===== src/rtl/mult_pkg.sv =====
// Shared definitions for the multiplier family.
// Provides the controller state encoding, the default operand width and a
// helper that sizes the step counter for a given operand width.
package mult_pkg;

    localparam int unsigned MULT_N_DEFAULT = 8;

    typedef enum logic [1:0] {
        IDLE = 2'd0,
        RUN  = 2'd1,
        DONE = 2'd2
    } state_t;

    // ceil(log2(n)) with a floor of one bit, so that a counter holding
    // values 0..n-1 always has a legal width.
    function automatic int unsigned cnt_width(input int unsigned n);
        int unsigned w;
        w = 1;
        while ((32'd1 << w) < n) begin
            w = w + 1;
        end
        return w;
    endfunction

endpackage


===== src/rtl/nbit_ripple_adder.sv =====
// N-bit ripple-carry adder assembled from half/full adder cells.
// Ports:
//   x, y  : N-bit addends
//   s     : N-bit sum
//   cout  : carry out of the most significant bit
// Bit 0 has no carry in, so it uses a half adder; every higher bit is a
// full adder fed by the carry of the bit below.

// Single-bit half adder cell.
module half_adder (
    input  logic x,
    input  logic y,
    output logic s,
    output logic c
);
    assign s = x ^ y;
    assign c = x & y;
endmodule

// Single-bit full adder cell.
module full_adder (
    input  logic x,
    input  logic y,
    input  logic cin,
    output logic s,
    output logic cout
);
    assign s    = x ^ y ^ cin;
    assign cout = (x & y) | (cin & (x ^ y));
endmodule

module nbit_ripple_adder #(
    parameter int unsigned N = 8
) (
    input  logic [N-1:0] x,
    input  logic [N-1:0] y,
    output logic [N-1:0] s,
    output logic         cout
);

    // carry_s[i] is the carry out of bit i
    logic [N-1:0] carry_s;

    half_adder u_ha0 (
        .x (x[0]),
        .y (y[0]),
        .s (s[0]),
        .c (carry_s[0])
    );

    genvar i;
    generate
        for (i = 1; i < N; i = i + 1) begin : g_fa
            full_adder u_fa (
                .x    (x[i]),
                .y    (y[i]),
                .cin  (carry_s[i-1]),
                .s    (s[i]),
                .cout (carry_s[i])
            );
        end
    endgenerate

    assign cout = carry_s[N-1];

endmodule


===== src/rtl/seq_mult_ctrl.sv =====
// Sequential shift-add unsigned multiplier controller.
// One N-bit ripple adder is reused over N clock cycles to form a 2N-bit
// product.
// Ports:
//   clk    : rising-edge clock
//   rst    : asynchronous active-high reset
//   start  : request, sampled only while idle
//   a, b   : multiplicand / multiplier, captured when start is accepted
//   busy   : high while an operation is running or completing
//   done   : one-cycle pulse, p is valid from this cycle on
//   p      : product register, held until the next completion
module seq_mult_ctrl
    import mult_pkg::*;
#(
    parameter int unsigned N = MULT_N_DEFAULT
) (
    input  logic           clk,
    input  logic           rst,
    input  logic           start,
    input  logic [N-1:0]   a,
    input  logic [N-1:0]   b,
    output logic           busy,
    output logic           done,
    output logic [2*N-1:0] p
);

    localparam int unsigned CW = cnt_width(N);

    state_t          state_q, state_d;
    logic [N-1:0]    areg_q, areg_d;
    logic [N-1:0]    hi_q, hi_d;
    logic [N-1:0]    lo_q, lo_d;
    logic [CW-1:0]   cnt_q, cnt_d;
    logic [2*N-1:0]  p_q, p_d;
    logic            busy_q, busy_d;
    logic            done_q, done_d;

    logic [N-1:0]    addend_s;
    logic [N-1:0]    sum_s;
    logic            cout_s;
    logic [2*N-1:0]  shifted_s;

    // The multiplier LSB decides whether the multiplicand is added this step.
    assign addend_s = lo_q[0] ? areg_q : {N{1'b0}};

    nbit_ripple_adder #(
        .N (N)
    ) u_adder (
        .x    (hi_q),
        .y    (addend_s),
        .s    (sum_s),
        .cout (cout_s)
    );

    // Right shift of {carry, sum, lo}: the carry lands in the hi MSB and the
    // consumed multiplier bit drops off the bottom.
    assign shifted_s = {cout_s, sum_s, lo_q[N-1:1]};

    // Next-state and datapath update logic.
    always_comb begin
        state_d = state_q;
        areg_d  = areg_q;
        hi_d    = hi_q;
        lo_d    = lo_q;
        cnt_d   = cnt_q;
        p_d     = p_q;

        case (state_q)
            IDLE: begin
                if (start) begin
                    state_d = RUN;
                    areg_d  = a;
                    lo_d    = b;
                    hi_d    = {N{1'b0}};
                    cnt_d   = CW'(N - 1);
                end else begin
                    state_d = IDLE;
                end
            end
            RUN: begin
                {hi_d, lo_d} = shifted_s;
                if (cnt_q == {CW{1'b0}}) begin
                    p_d     = shifted_s;
                    state_d = DONE;
                end else begin
                    cnt_d   = cnt_q - CW'(1);
                end
            end
            DONE: begin
                state_d = IDLE;
            end
            default: begin
                state_d = IDLE;
            end
        endcase

        // Status flags are registered from the next state so they line up
        // exactly with the state they describe.
        busy_d = (state_d != IDLE);
        done_d = (state_d == DONE);
    end

    // State, datapath and output registers.
    always_ff @(posedge clk or posedge rst) begin
        if (rst) begin
            state_q <= IDLE;
            areg_q  <= {N{1'b0}};
            hi_q    <= {N{1'b0}};
            lo_q    <= {N{1'b0}};
            cnt_q   <= {CW{1'b0}};
            p_q     <= {(2*N){1'b0}};
            busy_q  <= 1'b0;
            done_q  <= 1'b0;
        end else begin
            state_q <= state_d;
            areg_q  <= areg_d;
            hi_q    <= hi_d;
            lo_q    <= lo_d;
            cnt_q   <= cnt_d;
            p_q     <= p_d;
            busy_q  <= busy_d;
            done_q  <= done_d;
        end
    end

    assign busy = busy_q;
    assign done = done_q;
    assign p    = p_q;

endmodule


===== config.mk =====
export PLATFORM = sky130hd
export DESIGN_NAME = seq_mult_ctrl
export DESIGN_NICKNAME = d
export VERILOG_FILES = /design/src/rtl/mult_pkg.sv /design/src/rtl/nbit_ripple_adder.sv /design/src/rtl/seq_mult_ctrl.sv
export SDC_FILE = /design/constraint.sdc
export NUM_CORES = 1
export LEC_CHECK = 0
export ABC_AREA = 0
export CAP_MARGIN = 10
export CORE_ASPECT_RATIO = 1.75
export CORE_MARGIN = 1
export CORE_UTILIZATION = 56
export DETAILED_ROUTE_END_ITERATION = 10
export PLACE_DENSITY = 0.89
export SETUP_SLACK_MARGIN = 0.15
export SKIP_LAST_GASP = 1
export SYNTH_ARGS = -nofsm -noshare
export SYNTH_HDL_FRONTEND = slang
export SYNTH_SLANG_ARGS = --single-unit

===== constraint.sdc =====
create_clock -name clk -period 7.7 [get_ports clk]
set_clock_uncertainty 0.15 [all_clocks]
set_input_delay 1.54 -clock clk [delete_from_list [all_inputs] [get_ports clk]]
set_output_delay 1.54 -clock clk [all_outputs]
set_load 0.005 [all_outputs]

# [Word level (Yosys, flattened, before mapping)]
# Index checks and enable logic that the tools add are counted.
[op_classes] add_sub_neg=1 bitwise_logic=37 mux=11 eq_ne=4 reduce_logical=8
[op_table] op="8-bit case mux with 2 select lines" count=2
[op_table] op="8-bit 2-to-1 mux" count=3
[op_table] op="1-bit bitwise AND" count=15
[op_table] op="1-bit bitwise XOR" count=15
[op_table] op="1-bit bitwise OR" count=7
[op_table] op="3-bit 2-to-1 mux" count=2
[op_table] op="3-bit case mux with 2 select lines" count=1
[op_table] op="2-bit AND reduction" count=3
[op_table] op="2-bit inequality test (second input constant)" count=2
[op_table] op="2-bit case mux with 2 select lines" count=1
[op_table] op="2-bit nonzero test" count=2
[op_table] op="3-bit zero test" count=1
[op_table] op="3-bit AND reduction" count=1
[op_table] op="3-bit by 1-bit subtractor with 3-bit output (second input constant)" count=1
[op_table] op="2-bit by 1-bit equality test with 1-bit output (second input constant)" count=1
[op_table] op="2-bit equality test (second input constant)" count=1
[op_table] op="2-bit zero test" count=1
[op_table] op="2-bit 2-to-1 mux" count=1
[op_table] op="1-bit 2-to-1 mux" count=1
[word_totals] ff_bits=47 elab_cells=69

# [Logic depth before layout (Yosys ltp)]
[depth] word_depth=17 ltp_mapped=13

# [Hierarchy]
# Synthesis repeated with hierarchy kept, for this count alone.
[unflattened] hier_cells=149 hier_area_um2=2104.5
[by_module_without_submodules] module="seq_mult_ctrl" area_per_inst_um2=1951.9 cells_per_inst=141 seq_area_each_um2=1176.1 n_inst=1
[by_module_without_submodules] module="full_adder" area_per_inst_um2=20.0 cells_per_inst=1 seq_area_each_um2=0.0 n_inst=7
[by_module_without_submodules] module="half_adder" area_per_inst_um2=12.5 cells_per_inst=1 seq_area_each_um2=0.0 n_inst=1

# [Least setup slack after synthesis]
# OpenSTA, ideal clock, no wires.
[synth_path] path_type="register -> register" start="reg lo_q[0]" end="reg hi_q[6]" t_required_ns=7.467 path_slack_ns=4.026 path_stages_with_launch=14 setup_time_ns=0.083 arrival_time_ns=3.442 synth_period_minus_slack_ns=3.674 path_cell_list="dfrtp_1 > and2_1 > ha_1 > fa_1 > fa_1 > fa_1 > fa_1 > inv_1 > fa_1 > inv_1 > fa_1 > inv_1 > fa_1 > o21ai_0"
[synth_via] elab_chain_len=16 word_cells_on_any_way=29 classes_between="2 x mux; 27 x bitwise"
[synth_rtl] element="start: declaration" line="seq_mult_ctrl.sv:32" rtl="logic [N-1:0] lo_q, lo_d;"
[synth_rtl] element="start signal: assignment" line="seq_mult_ctrl.sv:109" rtl="lo_q <= {N{1'b0}};"
[synth_rtl] element="start signal: assignment" line="seq_mult_ctrl.sv:118" rtl="lo_q <= lo_d;"
[synth_rtl] element="8-bit 2-to-1 mux *" line="seq_mult_ctrl.sv:44" rtl="assign addend_s = lo_q[0] ? areg_q : {N{1'b0}};"
[synth_rtl] element="1-bit bitwise AND or 1-bit bitwise XOR (tied branches)" line="nbit_ripple_adder.sv:17, nbit_ripple_adder.sv:29"
[synth_rtl] element="1-bit bitwise AND" line="nbit_ripple_adder.sv:29" rtl="assign cout = (x & y) | (cin & (x ^ y));"
[synth_rtl] element="1-bit bitwise OR" line="nbit_ripple_adder.sv:29"
[synth_rtl] element="1-bit bitwise AND" line="nbit_ripple_adder.sv:29"
[synth_rtl] element="1-bit bitwise OR" line="nbit_ripple_adder.sv:29"
[synth_rtl] element="1-bit bitwise AND" line="nbit_ripple_adder.sv:29"
[synth_rtl] element="1-bit bitwise OR" line="nbit_ripple_adder.sv:29"
[synth_rtl] element="1-bit bitwise AND" line="nbit_ripple_adder.sv:29"
[synth_rtl] element="1-bit bitwise OR" line="nbit_ripple_adder.sv:29"
[synth_rtl] element="1-bit bitwise AND" line="nbit_ripple_adder.sv:29"
[synth_rtl] element="1-bit bitwise OR" line="nbit_ripple_adder.sv:29"
[synth_rtl] element="1-bit bitwise AND" line="nbit_ripple_adder.sv:29"
[synth_rtl] element="1-bit bitwise OR" line="nbit_ripple_adder.sv:29"
[synth_rtl] element="1-bit bitwise XOR *" line="nbit_ripple_adder.sv:28" rtl="assign s = x ^ y ^ cin;"
[synth_rtl] element="8-bit case mux with 2 select lines *" line="seq_mult_ctrl.sv:68" rtl="case (state_q)"
[synth_rtl] element="end signal: assignment" line="seq_mult_ctrl.sv:108" rtl="hi_q <= {N{1'b0}};"
[synth_rtl] element="end signal: assignment" line="seq_mult_ctrl.sv:117" rtl="hi_q <= hi_d;"
[synth_rtl] element="end: declaration" line="seq_mult_ctrl.sv:31" rtl="logic [N-1:0] hi_q, hi_d;"
# Every way passes the cells marked *; elsewhere a longest branch is shown, timed or not.
# A chain may end at the register's enable or synchronous reset.

# [Worst setup path in the final report]
# Ends and elaborated chain as after synthesis.

==> results by group <==
STA
  – FMAX: 257 MHz
  – Final hold vios: 0
  – Unrepaired setup endpoints after global routing: false
  – Final Slew Violations: 0
  – Setup_tns: 0 ns
  – Final setup vio count: 0
  – Min Tclk post-route: 3.89 ns
  – Tightest Pin Transition: 0.934 ns
  – Rel. slew slack: 37.7%
  – Final worst path period share: 50.6%

Yosys
  – Largest cells by area after synthesis: dfrtp_1, mux2_2, fa_1, mux2_4, nand2_1
  – Main flop type after synthesis: dfrtp_1
  – Cell taking the most area after synthesis: dfrtp_1
  – Unique masters post-synth: 29
  – FF+latch count, synth: 47
  – Syn_nets: 192
  – Top-area cell type share of the netlist area: 55.5%
  – Mapped Avg Cell Area: 13.0 um^2
  – Ys async rst share: 100%
  – Mapped Area: 2120 um^2
  – Number of flops mapped to enable cells by yosys: 0
  – Synthesis Warnings: 0
  – Sequential share of the synthesized area: 55.5%
  – Post-Synthesis Cells: 163

Drt
  – DR DRC count: 0
  – Vias: 1405
  – WL final: 4180 um
  – DRT iter0 DRCs: 45
  – First drt pass iteration count: 4
  – Via/cell ratio: 5.76
  – Routed Antenna Nets: 0
  – Mean routed wirelength per cell: 17.1 um

Die
  – Initial core utilization: 58.4%
  – Die area: 4040 um^2
  – Horiz. Die Dim: 48.5 um
  – Core Region: 3630 um^2
  – Core Rows: 29
  – Num ports: 37
  – Die H: 83.4 um

GRT
  – GRT Util Overall: 24.1%
  – Vias in the first global route: 1501
  – First-pass GRT wire length: 7360 um
  – Largest net degree at the start of global routing: 48
  – Initial antenna violation count: 0
  – Grt ovf: 0

Finish
  – Most frequent cells in the layout: dfrtp_1, clkdlybuf4s50_1, mux2_2, nand2_1
  – Layout cells sized above 1: 16.7%
  – Final nets: 227
  – Most common cell after layout, fill and taps aside: dfrtp_1
  – Diodes inserted: 0
  – Final Non-Filler Cells: 244
  – Area grow syn2layout: 20.8%
  – Util after Layout: 70.6%

Power and ir drop
  – Pwr dens: 385 nW/um^2
  – Sequential Power Share: 44.3%
  – Combinational share of power: 40.4%
  – Switching part of the total: 33.3%
  – Pwr Total: 0.986 mW
  – Peak supply drop: 0.245 mV
  – Internal power: 0.658 mW
  – NetSw: 0.328 mW
  – Clock network power share: 15.2%
  – Leak: 1.13 nW

Critical path
  – Worst EP required: 7.78 ns
  – Max FO, Critical Path: 9
  – CP startpoint kind: flop
  – Setup CP Type: reg2reg
  – CP endpoint kind: flop
  – Crit path DAT: 3.97 ns

Hold path
  – Hold WC Path Type: reg2reg

Clock network
  – Worst skew pair latency: 0.30 ns
  – Setup Buffers After CTS: 0
  – Num CTS Buffers: 5
  – Post-CTS Hold Buffers: 0
  – CTS Buffer Depth: 2
  – CTS resizes: 0
  – Clk root buf: clkbuf_8
  – Worst-path clk slew: 0.09 ns
  – CTS H-tree lvls: 2
  – Clk sinks: 47
  – CTS tree: built

Run status
  – Outcome: finished clean

Placed design
  – DP Wirelength: 2960 um
  – Port bufs: 36
  – Inst Count DP: 237
  – Final GP Congestion: 0.835

Run
  – Max Cap Viol: 0
worst max-delay path: stages (launching register included):
cell and delay [ns]:
dfrtp_1 0.46, and2_1 0.17, ha_1 0.18, fa_1 0.39, fa_1 0.40, fa_1 0.38
fa_1 0.38, inv_1 0.09, fa_1 0.16, inv_1 0.05, fa_1 0.35, inv_1 0.07
fa_1 0.43, o21ai_0 0.16
flip-flops by register name, summed over array words and instances (netlist names):
register,count
areg_q,8
done,1
busy,1
hi_q,8
lo_q,8
p,16
cnt_q,3
state_q,2
cell type report:
cell class                      instances  area, um^2
Timing Repair Buffer                   37         368
Inverter                               12        45.0
Tap cell                               46        57.6
Sequential cell                        47        1180
Clock buffer                            6        82.6
Multi-Input combinational cell         95         826
Clock inverter                          1        5.00
Fill cell                             260        1070
per-layer routing:
| metal | track usage, % | share of wire, % | vias to the layer above |
|---|---|---|---|
| met5 | 0 | 0 | - |
| met4 | 12.8 | 2.8 | 0 |
| li1 | - | - | 619 |
| met2 | 38.7 | 53 | 61 |
| met3 | 5.31 | 4.7 | 11 |
| met1 | 30.3 | 39 | 714 |
Yosys cell counts (all sizes together), types with 2 or more instances:
library cell / count
dfrtp: 47
mux2: 23
nand2: 16
inv: 12
o21ai: 11
a22oi: 7
fa: 7
and2: 6
buf: 6
a22o: 4
a21oi: 3
clkbuf: 3
ha: 3
nor2: 2
nor2b: 2
final timing paths:
| check | from | endpoint | slack [ns] | depth (start not counted) |
|---|---|---|---|---|
| max reg2reg | lo_q[0]$_DFFE_PP0P_ | hi_q[6]$_DFFE_PP0P_ | 3.81 | 13 |
| min reg2reg | areg_q[6]$_DFFE_PP0P_ | areg_q[6]$_DFFE_PP0P_ | 0.35 | 1 |
| min in group asynchronous | rst | p[0]$_DFFE_PP0P_ | 1.52 | 3 |
| max in group asynchronous | rst | hi_q[7]$_DFFE_PP0P_ | 5.47 | 3 |
| min | areg_q[6]$_DFFE_PP0P_ | areg_q[6]$_DFFE_PP0P_ | 0.35 | 1 |
| max | lo_q[0]$_DFFE_PP0P_ | hi_q[6]$_DFFE_PP0P_ | 3.81 | 13 |
logic make-up (layout without fill, tap and decap cells):
logic type               after synthesis  in the layout  share of synthesized area (%)
flip-flops                            47             47                           55.5
AND/OR/NAND/NOR                       31             31                           7.79
AO/OA/AOI/OAI                         30             30                           9.39
multiplexers                          24             24                           13.4
buffers and inverters                 21             56                           5.55
adder cells (fa/ha/maj)               10             10                           8.38
power by group through the flow:
stage	Combinational (mW)	Sequential, mW	Clock (mW)
after floorplan	0.262	0.415	0
after global placement	0.370	0.432	0
after detailed placement	0.394	0.441	0
after CTS	0.399	0.438	0.153
after global routing	0.438	0.453	0.161
final	0.399	0.437	0.150
per-stage QoR:
step           hold slack (ns)  instance area, um^2  setup WS [ns]
2_1_floorplan            0.296                 2120           4.03
3_3_place_gp             0.319                 2470           3.97
3_5_place_dp             0.341                 2470           3.80
4_1_cts                  0.357                 2560           3.80
5_1_grt                  0.366                 2560           3.62
6_report                 0.354                 2560           3.81
Power figures use the tool's default switching activity.
